[config.mk]
export PLATFORM = sky130hd
export DESIGN_NAME = mmm_sequencer_flat
export DESIGN_NICKNAME = d
export VERILOG_FILES = /design/src/rtl/mmm_sequencer_if.sv /design/src/rtl/mmm_sequencer.sv /design/src/flat_wrapper.sv
export SDC_FILE = /design/constraint.sdc
export NUM_CORES = 1
export LEC_CHECK = 0
export ABC_AREA = 1
export CAP_MARGIN = 10
export CORE_AREA = 2 2 39 41
export CTS_CLUSTER_DIAMETER = 40
export CTS_CLUSTER_SIZE = 40
export DETAILED_ROUTE_END_ITERATION = 7
export DIE_AREA = 0 0 41 43
export MAX_ROUTING_LAYER = met4
export PLACE_DENSITY = 0.79
export SLEW_MARGIN = 10
export SYNTH_ARGS = -nofsm -noshare
export SYNTH_HDL_FRONTEND = slang
export SYNTH_SLANG_ARGS = --single-unit
[constraint.sdc]
create_clock -name clk -period 1.8 [get_ports clk]
set_input_delay 0.18 -clock clk [delete_from_list [all_inputs] [get_ports clk]]
set_output_delay 0.18 -clock clk [all_outputs]
set_load 0.02 [all_outputs]
[src/rtl/mmm_sequencer_if.sv]
// Request/strobe bundle between the MMM sequencer and its
// requester and datapath.
interface mmm_sequencer_if #(
  parameter int WIDTH = 8
) ();
  localparam int CW = $clog2(WIDTH);

  logic          ena;
  logic          start;
  logic          abort;
  logic          ge_mod;
  logic          busy;
  logic          ld_op;
  logic          clr_acc;
  logic          iter_en;
  logic          shift_b;
  logic          sub_en;
  logic          ld_r;
  logic [CW-1:0] iter_idx;
  logic          done;
  logic          sub_taken;

  modport master (
    output ena, start, abort, ge_mod,
    input  busy, ld_op, clr_acc, iter_en, shift_b,
    input  sub_en, ld_r, iter_idx, done, sub_taken
  );

  modport slave (
    input  ena, start, abort, ge_mod,
    output busy, ld_op, clr_acc, iter_en, shift_b,
    output sub_en, ld_r, iter_idx, done, sub_taken
  );
endinterface

[src/rtl/mmm_sequencer.sv]
// Cycle controller for the bit-serial Montgomery multiplier:
// load, WIDTH iterations, optional final subtract, capture, done.
module mmm_sequencer #(
  parameter int WIDTH = 8
) (
  input  logic           clk,
  input  logic           rstb,
  mmm_sequencer_if.slave bus
);
  localparam int CW = $clog2(WIDTH);
  localparam logic [CW-1:0] LAST = CW'(WIDTH - 1);

  typedef enum logic [2:0] {
    IDLE  = 3'd0,
    LOAD  = 3'd1,
    ITER  = 3'd2,
    CHECK = 3'd3,
    SUB   = 3'd4,
    STORE = 3'd5,
    DONE  = 3'd6
  } state_t;

  state_t        state;
  state_t        state_nxt;
  logic [CW-1:0] cnt;
  logic [CW-1:0] cnt_nxt;
  logic          sub_q;
  logic          sub_nxt;
  logic          go;
  logic          ld_op;
  logic          clr_acc;
  logic          iter_en;
  logic          sub_en;
  logic          ld_r;
  logic          done;

  // abort silences every strobe in the cycle it is seen
  assign go = bus.ena && !bus.abort;

  always_ff @(posedge clk or negedge rstb) begin
    if (!rstb) begin
      state <= IDLE;
      cnt   <= '0;
      sub_q <= 1'b0;
    end else if (bus.ena) begin
      state <= state_nxt;
      cnt   <= cnt_nxt;
      sub_q <= sub_nxt;
    end
  end

  always_comb begin
    state_nxt = state;
    cnt_nxt   = cnt;
    sub_nxt   = sub_q;
    ld_op     = 1'b0;
    clr_acc   = 1'b0;
    iter_en   = 1'b0;
    sub_en    = 1'b0;
    ld_r      = 1'b0;
    done      = 1'b0;
    unique case (state)
      IDLE: begin
        if (bus.start && !bus.abort) begin
          state_nxt = LOAD;
        end
      end
      LOAD: begin
        ld_op     = go;
        clr_acc   = go;
        cnt_nxt   = '0;
        state_nxt = ITER;
      end
      ITER: begin
        iter_en = go;
        if (cnt == LAST) begin
          cnt_nxt   = '0;
          state_nxt = CHECK;
        end else begin
          cnt_nxt = cnt + CW'(1);
        end
      end
      CHECK: begin
        sub_nxt   = bus.ge_mod;
        state_nxt = bus.ge_mod ? SUB : STORE;
      end
      SUB: begin
        sub_en    = go;
        state_nxt = STORE;
      end
      STORE: begin
        ld_r      = go;
        state_nxt = DONE;
      end
      DONE: begin
        done      = go;
        state_nxt = IDLE;
      end
      default: begin
        state_nxt = IDLE;
        cnt_nxt   = '0;
      end
    endcase
    if (bus.abort && state != IDLE) begin
      state_nxt = IDLE;
      cnt_nxt   = '0;
      sub_nxt   = sub_q;
    end
  end

  assign bus.busy      = (state != IDLE);
  assign bus.ld_op     = ld_op;
  assign bus.clr_acc   = clr_acc;
  assign bus.iter_en   = iter_en;
  assign bus.shift_b   = iter_en;
  assign bus.sub_en    = sub_en;
  assign bus.ld_r      = ld_r;
  assign bus.iter_idx  = cnt;
  assign bus.done      = done;
  assign bus.sub_taken = sub_q;
endmodule
[src/flat_wrapper.sv]
// flat-port wrapper written by rule: the top's interface ports become plain ports
module mmm_sequencer_flat 
#(
  parameter int WIDTH = 8
)
  (clk, rstb, bus_ena, bus_start, bus_abort, bus_ge_mod, bus_busy, bus_ld_op, bus_clr_acc, bus_iter_en, bus_shift_b, bus_sub_en, bus_ld_r, bus_iter_idx, bus_done, bus_sub_taken);
  mmm_sequencer_if #(.WIDTH(WIDTH)) bus_i ();
  input  logic clk;
  input  logic rstb;
  input wire logic [$bits(bus_i.ena)-1:0] bus_ena;
  input wire logic [$bits(bus_i.start)-1:0] bus_start;
  input wire logic [$bits(bus_i.abort)-1:0] bus_abort;
  input wire logic [$bits(bus_i.ge_mod)-1:0] bus_ge_mod;
  output wire logic [$bits(bus_i.busy)-1:0] bus_busy;
  output wire logic [$bits(bus_i.ld_op)-1:0] bus_ld_op;
  output wire logic [$bits(bus_i.clr_acc)-1:0] bus_clr_acc;
  output wire logic [$bits(bus_i.iter_en)-1:0] bus_iter_en;
  output wire logic [$bits(bus_i.shift_b)-1:0] bus_shift_b;
  output wire logic [$bits(bus_i.sub_en)-1:0] bus_sub_en;
  output wire logic [$bits(bus_i.ld_r)-1:0] bus_ld_r;
  output wire logic [$bits(bus_i.iter_idx)-1:0] bus_iter_idx;
  output wire logic [$bits(bus_i.done)-1:0] bus_done;
  output wire logic [$bits(bus_i.sub_taken)-1:0] bus_sub_taken;
  assign bus_i.ena = bus_ena;
  assign bus_i.start = bus_start;
  assign bus_i.abort = bus_abort;
  assign bus_i.ge_mod = bus_ge_mod;
  assign bus_busy = bus_i.busy;
  assign bus_ld_op = bus_i.ld_op;
  assign bus_clr_acc = bus_i.clr_acc;
  assign bus_iter_en = bus_i.iter_en;
  assign bus_shift_b = bus_i.shift_b;
  assign bus_sub_en = bus_i.sub_en;
  assign bus_ld_r = bus_i.ld_r;
  assign bus_iter_idx = bus_i.iter_idx;
  assign bus_done = bus_i.done;
  assign bus_sub_taken = bus_i.sub_taken;
  mmm_sequencer #(.WIDTH(WIDTH)) u_core (.clk(clk), .rstb(rstb), .bus(bus_i));
endmodule
== Word level (Yosys, flattened, before mapping) ==
Index checks and enable logic that the tools add are counted.

* Add/subtract/negate cells: 1
* Equality and inequality tests: 10
* Reduce and logical (&&, ||, !) cells: 10
* Bitwise gates (word level): 1
* Multiplexer cells: 13

{| class="wikitable"
|+ Operators by type and width
! cell !! number
|-
| $pmux 3 s6 || 1
|-
| $mux 3 || 5
|-
| $eq 3x3->1 const B || 4
|-
| $eq 3x2->1 const B || 2
|-
| $mux 1 || 6
|-
| $ne 3x1->1 const B || 2
|-
| $pmux 3 s2 || 1
|-
| $reduce_and 3->1 || 2
|-
| $reduce_or 5->1 || 1
|-
| $add 3x1->3 const B || 1
|-
| $eq 3x1->1 const B || 1
|-
| $logic_and 1x1->1 || 3
|-
| $logic_not 3->1 || 1
|-
| $reduce_bool 3->1 || 1
|-
| $ne 2x1->1 const B || 1
|-
| $reduce_and 2->1 || 1
|-
| $logic_not 1->1 || 1
|-
| $not 1->1 || 1
|}

* Output and inout bits: 12
* Flip-flop bits (word level): 7
* Logic and storage cells: 38
* Input bits: 6

== Logic depth before layout (Yosys ltp) ==
* Word-level depth: 5
* Depth in mapped cells: 8
* Gate-level depth less buffers: 8

== Worst setup path after synthesis ==
No wires, ideal clock.

* Path kind: register to output
* Start: register u_core.state[1]
* End: output bus_ld_op
* Arrival: 1372 ps
* Buffers on the path: 1
* Data required time: 1620 ps
* Slack: 248 ps
* Cell stages (with the launch flop): 5
* Cells stage by stage: dfrtp_1 > inv_2 > nand2_1 > nor3_1 > buf_4

* Cells in the longest elaborated chain, start to end: 2

{| class="wikitable"
|+ Ends and longest elaborated chain
! item !! line !! RTL
|-
| start: declaration || mmm_sequencer.sv:23 || <nowiki>state_t state;</nowiki>
|-
| start signal: assignment || mmm_sequencer.sv:46 || <nowiki>state <= state_nxt;</nowiki>
|-
| $eq 3x1->1 || n/a ||
|-
| $mux 1 || n/a ||
|-
| end: declaration || flat_wrapper.sv:15 || <nowiki>output wire logic [$bits(bus_i.ld_op)-1:0] bus_ld_op;</nowiki>
|}

Every way passes these cells.

== Worst setup path in the final report ==
* Start: register u_core.state[0]
* End: output bus_busy

* Cells in the longest elaborated chain, start to end: 1

{| class="wikitable"
|+ Ends and longest elaborated chain
! item !! line !! RTL
|-
| $reduce_bool 3->1 || mmm_sequencer.sv:111 || <nowiki>assign bus.busy = (state != IDLE);</nowiki>
|-
| end: declaration || flat_wrapper.sv:14 || <nowiki>output wire logic [$bits(bus_i.busy)-1:0] bus_busy;</nowiki>
|}

Every way passes these cells.

==> run summary <==
Mapped Area: 533.0 sq um
Period minus WS final: 1.689 ns
Flop2flop setup slack: 0.48 ns
Post-Route WL: 1.192 mm
Crit Path Max Fanout: 7
PwrDens: 1190 nW/um^2
Via count: 574
Hold WS: 0.1806 ns
Post-synthesis sequential area ratio: 32.86%
Cell Area, Placed: 760.7 sq um
Starting density of the core: 38.52%
Final setup vio count: 0
Sw Share: 45.98%
Required @ worst endpoint: 1.62 ns
Clk_lat worst skew: 0.25 ns
Worst min-delay path category: in2async
Die area: 1763 sq um
R2R depth: 7
HPWL after DPL: 1.005 mm
P_sw: 0.4257 mW
CTS tree: yes
DR vias/cell: 4.667
First-pass GRT wire length: 2.139 mm
Unrepaired setup endpoints after global routing: no
Final Non-Filler Cells: 123
Reg2reg start: u_core.bus.iter_idx[0]$_DFFE_PN0P_
Total Power: 0.9260 mW
Share of total power in the clock network: 15.0%
Final hold vios: 0
Vias in the first global route: 516
N_diodes: 0
Total iterations of the first detailed-routing run: 4
Gate power share: 56.4%
Pint: 0.5002 mW
Largest net degree at the start of global routing: 8
Critical path endpoint: bus_busy
ANT nets after route: 0
Final core utilization: 56.24%
Rows: 14
Die Span X: 41 um
CTS Root Cell: clkbuf_4
Share of layout cells above drive strength 1: 21.50%
Core ar.: 1384 sq um
Sequential share of power: 28.6%
Kind of critical path: reg2out
Clock transition at path regs: 0.05 ns
Syn Area/Cell: 6.580 sq um
Worst-Margin Slew: 0.2905 ns
# IOs: 18
Commonest non-fill, non-tap cell in the layout: nand2_1
Die H: 43 um
Rel. slew slack: 80.57%
Critical Path AT: 1.51 ns
CP startpoint kind: flop
Routed wire per std cell: 9.691 um
H-tree Lvls: 1
Initial DRC count: 17
Fmax: 592.0 MHz
Status: completed
Placed cells: 119
Total grt overflow: 0
Synth warnings: 0
Most frequent cells in the layout: 28 x nand2_1, 10 x clkdlybuf4s50_1, 8 x inv_1, 8 x nor2_1
P&R area growth vs syn: 46.01%
Post-Syn Nets: 89
Clk buf depth: 2
Initial antenna violation count: 0
Placer congestion estimate: 0.8531
Unique cell type count in the Yosys netlist: 15
Kind of end point of the critical path: primary output
Total GRT Usage: 18.27%
CP Launch Point: u_core.state[0]$_DFFE_PN0P_
RR Endpoint: u_core.state[2]$_DFFE_PN0P_
Post-route cell area: 778.2 sq um
Synth top area cells: dfrtp_1 33%, nand2_1 20%, nand3_1 6.6%
# DRC: 0
VDD IR-drop max: 0.0007032 V
CTS buffer count: 3
Final number of max-transition violations: 0
# clock sinks: 7
Static leakage: 0.4326 nW
Syn Inst Count: 81
Worst Clk Skew: 0.0007478 ns
Max Cap Viol: 0
Synth Register Bits: 7
Period utilization: 93.84%
Final Net Count: 116
Count of input and output buffers: 17
Post-synth top area cell: dfrtp_1
Share of the synthesized area in the top cell type: 32.86%
routing by layer:
layer	global-route usage, %	routed length [um]	up-vias
li1	-	-	304
met1	23.91	552	256
met2	25.94	598	14
met3	3.141	41	0
met4	10.00	0	0
met5	-	0	-
cells in the mapped netlist (all sizes together):
master	n
dfrtp	7
nor2	13
ha	2
inv	11
nor3	4
nand3	8
o21ai	2
nand2	32
buf	2
what timing repair did:
item | 4_1_cts | 5_1_grt
setup buffers | 0 | 0
hold buffers | 0 | 0
resized for setup | 7 | 0
setup endpoints to repair | 7 | 0
worst max-delay path, cell delays in order, from the launching register on:
cell             delay, ns
dfrtp_1               0.45
nor2_2                0.20
nand2_4               0.07
clkdlybuf4s50_1       0.54
power by group through the flow:
stage / registers (mW) / logic (mW) / clock network [mW]
2_1_floorplan: 0.281 / 0.322 / 0
3_3_place_gp: 0.265 / 0.524 / 0
3_5_place_dp: 0.266 / 0.533 / 0
4_1_cts: 0.264 / 0.526 / 0.145
5_1_grt: 0.273 / 0.582 / 0.156
6_report: 0.265 / 0.523 / 0.139
area by class of cell:
type | instances | area (sq um)
Multi-Input combinational cell | 61 | 301.5
Tap cell | 16 | 20.02
Fill cell | 141 | 605.6
Inverter | 11 | 41.29
Timing Repair Buffer | 24 | 214.0
Sequential cell | 7 | 175.2
Clock buffer | 4 | 26.28
sequential cells by signal (all words and copies together) (netlist names):
| register | flops |
|---|---|
| u_core.bus.iter_idx | 3 |
| u_core.bus.sub_taken | 1 |
| u_core.state | 3 |
stage by stage:
step / setup slack [ns] / TNS, ns
after CTS: 0.1021 / 0
final: 0.1108 / 0
after floorplan: 0.2482 / 0
after detailed placement: -0.09029 / -0.3790
after global placement: -0.04332 / -0.2085
after global routing: 0.02876 / 0
cell families (layout without fill, tap and decap cells):
family / after synthesis / after routing / share of synthesized area, %
AOI/OAI and AO/OA: 2 / 2 / 1.878
and+or+nand+nor: 57 / 57 / 50.00
DFF: 7 / 7 / 32.86
buffers and inverters: 13 / 39 / 10.56
adders and majority gates: 2 / 2 / 4.694
worst min-delay path by stage:
stage / endpoint / slack (ns) / cells past startpoint
after floorplan: u_core.bus.iter_idx[0]$_DFFE_PN0P_ / -0.12 / 0
after global placement: u_core.bus.iter_idx[0]$_DFFE_PN0P_ / 0.45 / 1
after detailed placement: u_core.bus.iter_idx[1]$_DFFE_PN0P_ / 0.45 / 1
after CTS: u_core.bus.iter_idx[1]$_DFFE_PN0P_ / 0.18 / 1
after global routing: u_core.state[2]$_DFFE_PN0P_ / 0.20 / 1
final: u_core.bus.iter_idx[1]$_DFFE_PN0P_ / 0.18 / 1
(Power assumes the default switching activity.)
